===== src/rtl/ofc_filter.sv =====
// Optimal-filter reconstruction: pedestal-subtracted 5-tap energy/time MACs followed by
// a fixed-latency 16-step restoring divider producing Q8.8 timing.
module ofc_filter #(
  parameter int unsigned        FRAC = 12,
  parameter logic signed [15:0] A1   = 16'sd512,
  parameter logic signed [15:0] A2   = 16'sd1024,
  parameter logic signed [15:0] A3   = 16'sd1536,
  parameter logic signed [15:0] A4   = 16'sd1024,
  parameter logic signed [15:0] A5   = 16'sd0,
  parameter logic signed [15:0] B1   = -16'sd1024,
  parameter logic signed [15:0] B2   = -16'sd512,
  parameter logic signed [15:0] B3   = 16'sd0,
  parameter logic signed [15:0] B4   = 16'sd512,
  parameter logic signed [15:0] B5   = 16'sd1024
) (
  input  logic        clk,
  input  logic        reset,
  input  logic [13:0] ofc_data,
  input  logic [2:0]  ofc_sample_num,
  input  logic [13:0] pedestal,
  output logic [23:0] energy,
  output logic [15:0] tau,
  output logic        valid,
  output logic        div_err,
  output logic        seq_err,
  output logic        overrun,
  output logic        busy
);

  typedef enum logic [2:0] {StIdle, StAccum, StSetup, StDivide, StDone} state_e;

  state_e             state_q;
  logic [2:0]         exp_num_q;
  logic [13:0]        ped_q;
  logic signed [33:0] acc_a_q, acc_b_q;
  logic [23:0]        energy_calc_q;
  logic               neg_q, sat_q, zero_q;
  logic [33:0]        div_r_q, div_d_q;
  logic [15:0]        div_dq_q;
  logic [3:0]         div_cnt_q;

  logic [13:0]        ped_sel;
  logic signed [14:0] x;
  logic signed [15:0] coef_a, coef_b;
  logic signed [30:0] prod_a, prod_b;

  // Sample 1 uses the live pedestal; later samples use the value latched with it.
  assign ped_sel = (state_q == StIdle) ? pedestal : ped_q;
  assign x       = $signed({1'b0, ofc_data}) - $signed({1'b0, ped_sel});

  always_comb begin
    coef_a = '0;
    coef_b = '0;
    case (ofc_sample_num)
      3'd1: begin coef_a = A1; coef_b = B1; end
      3'd2: begin coef_a = A2; coef_b = B2; end
      3'd3: begin coef_a = A3; coef_b = B3; end
      3'd4: begin coef_a = A4; coef_b = B4; end
      3'd5: begin coef_a = A5; coef_b = B5; end
      default: ;
    endcase
  end

  assign prod_a = 31'(x) * 31'(coef_a);
  assign prod_b = 31'(x) * 31'(coef_b);

  logic signed [33:0] energy_sh;
  logic [23:0]        energy_sat;
  logic [33:0]        abs_a, abs_b;
  logic               sat_cond;

  assign energy_sh = acc_a_q >>> FRAC;
  assign abs_a     = acc_a_q[33] ? -acc_a_q : acc_a_q;
  assign abs_b     = acc_b_q[33] ? -acc_b_q : acc_b_q;
  assign sat_cond  = {8'b0, abs_b} >= {abs_a, 8'b0};

  always_comb begin
    if (energy_sh > 34'sd8388607)       energy_sat = 24'h7fffff;
    else if (energy_sh < -34'sd8388608) energy_sat = 24'h800000;
    else                                energy_sat = energy_sh[23:0];
  end

  // One restoring step: shift the next dividend bit in, subtract if it fits.
  logic [34:0] rem_sh;
  logic        q_bit;
  logic [33:0] rem_next;

  assign rem_sh   = {div_r_q, div_dq_q[15]};
  assign q_bit    = rem_sh >= {1'b0, div_d_q};
  assign rem_next = q_bit ? 34'(rem_sh - {1'b0, div_d_q}) : rem_sh[33:0];

  logic [15:0] q_clip;
  assign q_clip = (sat_q || div_dq_q[15]) ? 16'h7fff : div_dq_q;

  always_ff @(posedge clk or posedge reset) begin
    if (reset) begin
      state_q       <= StIdle;
      exp_num_q     <= '0;
      ped_q         <= '0;
      acc_a_q       <= '0;
      acc_b_q       <= '0;
      energy_calc_q <= '0;
      neg_q         <= 1'b0;
      sat_q         <= 1'b0;
      zero_q        <= 1'b0;
      div_r_q       <= '0;
      div_d_q       <= '0;
      div_dq_q      <= '0;
      div_cnt_q     <= '0;
      energy        <= '0;
      tau           <= '0;
      valid         <= 1'b0;
      div_err       <= 1'b0;
      seq_err       <= 1'b0;
      overrun       <= 1'b0;
      busy          <= 1'b0;
    end else begin
      valid   <= 1'b0;
      seq_err <= 1'b0;
      overrun <= 1'b0;
      unique case (state_q)
        StIdle: begin
          if (ofc_sample_num == 3'd1) begin
            ped_q     <= pedestal;
            acc_a_q   <= 34'(prod_a);
            acc_b_q   <= 34'(prod_b);
            exp_num_q <= 3'd2;
            busy      <= 1'b1;
            state_q   <= StAccum;
          end
        end
        StAccum: begin
          if (ofc_sample_num == exp_num_q) begin
            acc_a_q   <= acc_a_q + 34'(prod_a);
            acc_b_q   <= acc_b_q + 34'(prod_b);
            exp_num_q <= exp_num_q + 3'd1;
            if (exp_num_q == 3'd5) state_q <= StSetup;
          end else begin
            seq_err <= 1'b1;
            acc_a_q <= '0;
            acc_b_q <= '0;
            busy    <= 1'b0;
            state_q <= StIdle;
          end
        end
        StSetup: begin
          energy_calc_q <= energy_sat;
          neg_q         <= acc_a_q[33] ^ acc_b_q[33];
          zero_q        <= (acc_a_q == '0);
          sat_q         <= (acc_a_q != '0) && sat_cond;
          div_cnt_q     <= '0;
          if ((acc_a_q == '0) || sat_cond) begin
            div_r_q  <= '0;
            div_d_q  <= '0;
            div_dq_q <= '0;
          end else begin
            div_r_q  <= {8'b0, abs_b[33:8]};
            div_d_q  <= abs_a;
            div_dq_q <= {abs_b[7:0], 8'b0};
          end
          state_q <= StDivide;
        end
        StDivide: begin
          div_r_q   <= rem_next;
          div_dq_q  <= {div_dq_q[14:0], q_bit};
          div_cnt_q <= div_cnt_q + 4'd1;
          if (div_cnt_q == 4'd15) state_q <= StDone;
        end
        StDone: begin
          energy  <= energy_calc_q;
          tau     <= zero_q ? 16'h0000 : (neg_q ? -q_clip : q_clip);
          div_err <= zero_q;
          valid   <= 1'b1;
          busy    <= 1'b0;
          state_q <= StIdle;
        end
        default: begin
          busy    <= 1'b0;
          state_q <= StIdle;
        end
      endcase
      if ((state_q == StSetup || state_q == StDivide || state_q == StDone) &&
          ofc_sample_num == 3'd1) begin
        overrun <= 1'b1;
      end
    end
  end

endmodule

===== config.mk =====
export PLATFORM = sky130hd
export DESIGN_NAME = ofc_filter
export DESIGN_NICKNAME = d
export VERILOG_FILES = /design/src/rtl/ofc_filter.sv
export SDC_FILE = /design/constraint.sdc
export NUM_CORES = 1
export LEC_CHECK = 0
export ABC_CLOCK_PERIOD_IN_PS = 14270
export CAP_MARGIN = 40
export CORE_ASPECT_RATIO = 2
export CORE_MARGIN = 10
export CORE_UTILIZATION = 45
export CTS_CLUSTER_SIZE = 25
export DETAILED_ROUTE_END_ITERATION = 6
export GPL_TIMING_DRIVEN = 0
export SLEW_MARGIN = 25
export SYNTH_ARGS = -nofsm -noshare
export SYNTH_HDL_FRONTEND = slang
export SYNTH_SLANG_ARGS = --single-unit

===== constraint.sdc =====
create_clock -name clk -period 14.27 [get_ports clk]
set_input_delay 1.427 -clock clk [delete_from_list [all_inputs] [get_ports clk]]
set_output_delay 1.427 -clock clk [all_outputs]
set_load 0.02 [all_outputs]

* Word level (Yosys, flattened, before mapping)
Cells that the tools add are included.
** Storage, ports and cells
- Flip-flop bits (word level) :: 248
- Bits of input ports :: 33
- Logic and storage cells :: 110
** Operators by class
- Add/sub/neg operators :: 9
- $mul :: 2
- Order comparisons :: 4
- Eq/ne operators :: 17
- Mux-type cells :: 38
- Bitwise logic cells :: 2
- Reduce and logical (&&, ||, !) cells :: 18
** Operators by type and width (count)
- 2-to-1 mux 34 bit :: 8
- case mux 34 bit (2 select lines) :: 3
- negation 34 bit :: 2
- 2-to-1 mux 16 bit :: 4
- case mux 16 bit (4 select lines) :: 1
- 2-to-1 mux 24 bit :: 2
- greater-or-equal comparator 34 x 42 -> 1 bit :: 1
- greater-or-equal comparator 35 x 34 -> 1 bit :: 1
- adder 34 x 27 -> 34 bit :: 1
- adder 34 x 31 -> 34 bit :: 1
- logical NOT 34 bit :: 1
- nonzero test 34 bit :: 1
- subtractor 34 bit :: 1
- case mux 11 bit (3 select lines) :: 1
- case mux 16 bit (2 select lines) :: 1
- multiplier 15 x 16 -> 31 bit :: 1
- multiplier 15 x 12 -> 27 bit :: 1
- 2-to-1 mux 26 bit :: 1
- greater-than comparator 22 x 24 -> 1 bit, second input constant :: 1
- < comparator 22 x 24 -> 1 bit, second input constant :: 1
- 2-to-1 mux 3 bit :: 6
- negation 16 bit :: 1
- subtractor 14 x 14 -> 15 bit :: 1
- 2-to-1 mux 14 bit :: 1
- other kinds (24) :: 47

* Logic depth before layout (Yosys ltp)
- Depth after elaboration :: 7
- Mapped depth :: 45

* Least setup slack after synthesis
OpenSTA, ideal clock, no wires.
- Path type :: input port to flip-flop
- Start point :: input pedestal[1]
- End point :: register acc_b_q[33]
- Arrival time :: 11058 ps
- Slack :: 3085 ps
- Stages :: 38
- Cells stage by stage :: nand2_1 nand2_1 inv_1 ha_1 nor2b_1 o21ai_0 a21boi_0 o21a_1 o21ai_0 a21oi_1 o31ai_1 or4b_2 o311a_1 or2_2 fa_1 fa_1 inv_1 fa_1 [2 not listed] inv_1 fa_1 inv_1 ha_1 a21o_1 a21oi_1 o21ai_0 a2111o_1 a31o_2 a21oi_1 xnor2_1 ha_1 nand2_1 nand2_1 a41o_1 o41ai_1 mux2_2 a311o_1
** On the way
- Cells in the longest elaborated chain, start to end :: 6
** RTL lines
- start: declaration :: RTL line 20 : input logic [13:0] pedestal,
- 2-to-1 mux 14 bit (*) :: RTL line 48 : assign ped_sel = (state_q == StIdle) ? pedestal : ped_q;
- subtractor 14 x 14 -> 15 bit (*) :: RTL line 49 : assign x = $signed({1'b0, ofc_data}) - $signed({1'b0, ped_sel});
- multiplier 15 x 16 -> 31 bit (*) :: RTL line 65 : assign prod_b = 31'(x) * 31'(coef_b);
- adder 34 x 31 -> 34 bit :: RTL line 135 : acc_b_q <= acc_b_q + 34'(prod_b);
- 2-to-1 mux 34 bit :: RTL line 133 : if (ofc_sample_num == exp_num_q) begin
- case mux 34 bit (2 select lines) (*) :: RTL line 121 : unique case (state_q)
- end signal: assignment :: RTL line 126 : acc_b_q <= 34'(prod_b);
- end signal: assignment :: RTL line 135
- end: declaration :: RTL line 35 : logic signed [33:0] acc_a_q, acc_b_q;
Every way passes the cells marked *; elsewhere a longest branch is shown, timed or not. The select of a mux whose other input is x is not followed.
A chain may end at the register's enable or synchronous reset.

* Worst setup path in the final report
- Start point :: register state_q[0]
- End point :: register acc_b_q[33]
** On the way
- Cells in the longest elaborated chain, start to end :: 7
** RTL lines
- start: declaration :: RTL line 32 : state_e state_q;
- start signal: assignment :: RTL line 97 : state_q <= StIdle;
- start signal: assignment :: RTL line 129 : state_q <= StAccum;
- start signal: assignment :: RTL line 137 : if (exp_num_q == 3'd5) state_q <= StSetup;
- logical NOT 3 bit :: RTL line 48, 121
- 2-to-1 mux 14 bit :: RTL line 48
- subtractor 14 x 14 -> 15 bit :: RTL line 49
- multiplier 15 x 16 -> 31 bit :: RTL line 65
- adder 34 x 31 -> 34 bit :: RTL line 135
- 2-to-1 mux 34 bit :: RTL line 133
- case mux 34 bit (2 select lines) :: RTL line 121
Several ways; a longest one is shown, not always the timed one. The select of a mux whose other input is x is not followed.

==> key figures <==
Die
  – Core area: 46,700 um^2
  – Io pins: 78
  – Row Count: 112
  – Die Wd: 173 um
  – Starting density of the core: 0.453
  – Chip Height: 327 um
  – Die area: 56,600 um^2

Clock network
  – Worst-Skew Late Latency: 0.56 ns
  – H-tree depth: 1
  – Sink Count: 221
  – Worst-path clk slew: 0.06 ns
  – Hold_buf cts: 0
  – CTS tree: built
  – CTS Root Cell: clkbuf_16
  – Setup repair bufs after CTS: 0
  – CTS resizes: 0
  – Total CTS buffers: 25
  – Worst-case clock buffer depth: 3

STA
  – Worst slew pin tran: 1.02 ns
  – Setup violators final: 0
  – Final hold vios: 0
  – Tcrit/Tclk final: 0.913
  – Unrepaired setup endpoints after global routing: no
  – Max_slew headroom: 0.310
  – Skew final: 0.0169 ns
  – Peak Freq: 0.0767 GHz
  – Final Max Slew Viols: 0
  – Fin crit period: 13.03 ns
  – Sum Neg Setup Slack: 0 ns

Critical path
  – FF-to-FF setup slack: 1.24 ns
  – CP top delay family: compound AO/OA/AOI/OAI gates
  – CP max stage delay: 0.65 ns
  – Crit path depth: 38
  – CP Launch Type: flip-flop
  – CP Buf/Inv Count: 6
  – Most frequent CP cell: fa_1
  – CP Data Required Time: 14.70 ns
  – WP data arrival: 13.46 ns
  – Setup CP Type: reg -> reg
  – Worst Path Max Fanout: 10
  – Critical path capture point type: flip-flop
  – Slowest cell on the critical path: clkbuf_1
  – Cells on worst reg2reg path: 38

Detailed routing
  – DR iter-0 viols: 788
  – Antenna-violating nets left: 0
  – Vias: 18,300
  – DRC: 0
  – Number of vias per cell: 5.70
  – DR WL/cell: 20.7 um
  – DRT Pass-1 Iters: 5
  – Final WL: 66.2 mm

GRT
  – Top Usage Layer GRT: met2
  – Met1 GRT Util: 0.200
  – First-pass GRT wire length: 104 mm
  – Grt met2 use: 0.462
  – GRT overflow: 0
  – Number of global-route vias before repair: 19,500
  – Gr usage total: 0.230
  – Antenna violations before repair: 0
  – Largest net degree at the start of global routing: 92
  – Met3 GRT Util: 0.0232

Finish
  – Commonest non-fill, non-tap cell in the layout: nand2_1
  – Final cell count without fillers: 3,204
  – # diodes: 0
  – Nets@finish: 2,954
  – Layout overhead on the synthesized area: 11.8%
  – Commonest cells after routing, fill and taps aside: nand2_1 (373), ha_1 (265), dfrtp_1 (221)
  – Share of layout cells above drive strength 1: 0.0431

Place
  – Port bufs: 75
  – Number of placed instances, taps included: 3,160
  – DP Wirelength: 55.1 mm
  – Routability cong.: 0.943

Min path
  – Hold path depth: 2
  – Worst min-delay path category: reg -> reg

Synth
  – Seq cells post-synth: 221
  – Syn Std Cell Area: 21,200 um^2
  – Syn Inst Count: 2,443
  – Post-synthesis sequential area ratio: 0.261
  – Top_reg_cell synth: dfrtp_1
  – Number of flops mapped to enable cells by yosys: 0
  – Synthesis warning total: 0
  – Synth cell types: 80
  – Syn avg cell area: 8.66 um^2
  – Synth async-reset ratio: 1.00

Outcome
  – Status: complete, no violations

Job
  – Max-cap violations: 0
-- layer usage --
metal / part of all wire / up-vias / wire (um)
met1: 0.32 / 8890 / 21400
met5: 0 / - / 0
met2: 0.56 / 439 / 37000
li1: - / 8736 / -
met4: 0.087 / 0 / 5730
met3: 0.031 / 189 / 2070
-- worst register-to-register path, delay by kind of cell (launching register included) --
| family | cells | cell delay, ns |
|---|---|---|
| compound gates | 17 | 4.84 |
| simple gates | 3 | 1.32 |
| flops | 1 | 0.38 |
| mux | 2 | 0.74 |
| buf+inv | 6 | 1.25 |
| fa+ha+maj | 9 | 4.06 |
| xor+xnor | 1 | 0.29 |
-- cells by family after synthesis --
| family | synth area share |
|---|---|
| mux | 0.0225 |
| other cells | 0.000177 |
| buf+inv | 0.0544 |
| flops | 0.261 |
| compound gates | 0.189 |
| fa+ha+maj | 0.248 |
| xor+xnor | 0.0658 |
| simple gates | 0.159 |
-- through the flow --
stage               utilization  worst slack [ns]  hold slack [ns]  area, um^2
floorplan                     -              3.09            0.439       21200
global placement          0.487             0.942            0.457       22700
detailed placement        0.489              1.11            0.462       22800
CTS                       0.507              1.21            0.477       23700
global route              0.507             0.573            0.493       23700
finish                    0.507              1.24            0.474       23700
-- Yosys cell counts (all sizes together), types with 9 or more instances --
cell type	number	area share
nand2	374	0.066
ha	265	0.16
dfrtp	221	0.26
inv	203	0.036
nor2	184	0.033
o21ai	135	0.032
a21oi	110	0.026
fa	96	0.091
xnor2	87	0.036
clkbuf	82	0.015
xor2	72	0.030
a21o	67	0.024
mux2i	43	0.020
o31ai	39	0.014
nor3	29	0.0069
a22o	28	0.012
o211ai	26	0.0092
o21a	26	0.0092
o22ai	26	0.0077
or2	26	0.0077
nand3	24	0.0057
nand2b	23	0.0068
or3	21	0.0062
nand4	20	0.0059
a31oi	15	0.0044
nor2b	15	0.0044
o21bai	15	0.0053
o41ai	15	0.0069
buf	13	0.0038
a211oi	10	0.0035
a21boi	10	0.0035
o31a	10	0.0041
and2	9	0.0027
or4	9	0.0037
-- cell type report --
type / instances / area (um^2)
fillers: 4527 / 23000
clock buffers: 36 / 737
inverters: 203 / 769
plain buffers: 95 / 389
well taps: 627 / 785
flip-flops and latches: 221 / 5530
clock inverters: 8 / 86.3
repair buffers: 83 / 863
multi-input cells: 1931 / 14500
-- worst paths after layout --
| check | startpoint | to |
|---|---|---|
| hold reg to reg | tau[7] | tau[7] |
| setup reg to reg | state_q[0] | acc_b_q[33] |
| hold / removal | tau[7] | tau[7] |
| min in group asynchronous | reset | div_r_q[4] |
| setup / recovery | state_q[0] | acc_b_q[33] |
| max in group asynchronous | reset | energy[7] |
-- state kept, by name (all words and copies together) (netlist names), 3 cells and up --
| register | count |
|---|---|
| energy | 23 |
| acc_b_q | 25 |
| acc_a_q | 25 |
| exp_num_q | 3 |
| tau | 16 |
| ped_q | 14 |
| div_r_q | 34 |
| state_q | 3 |
| div_d_q | 27 |
| div_dq_q | 16 |
| div_cnt_q | 4 |
| energy_calc_q | 23 |
Power is left out: the tool's default activity adds up to more than one toggle a clock period on the data nets, which glitch-free logic cannot reach.
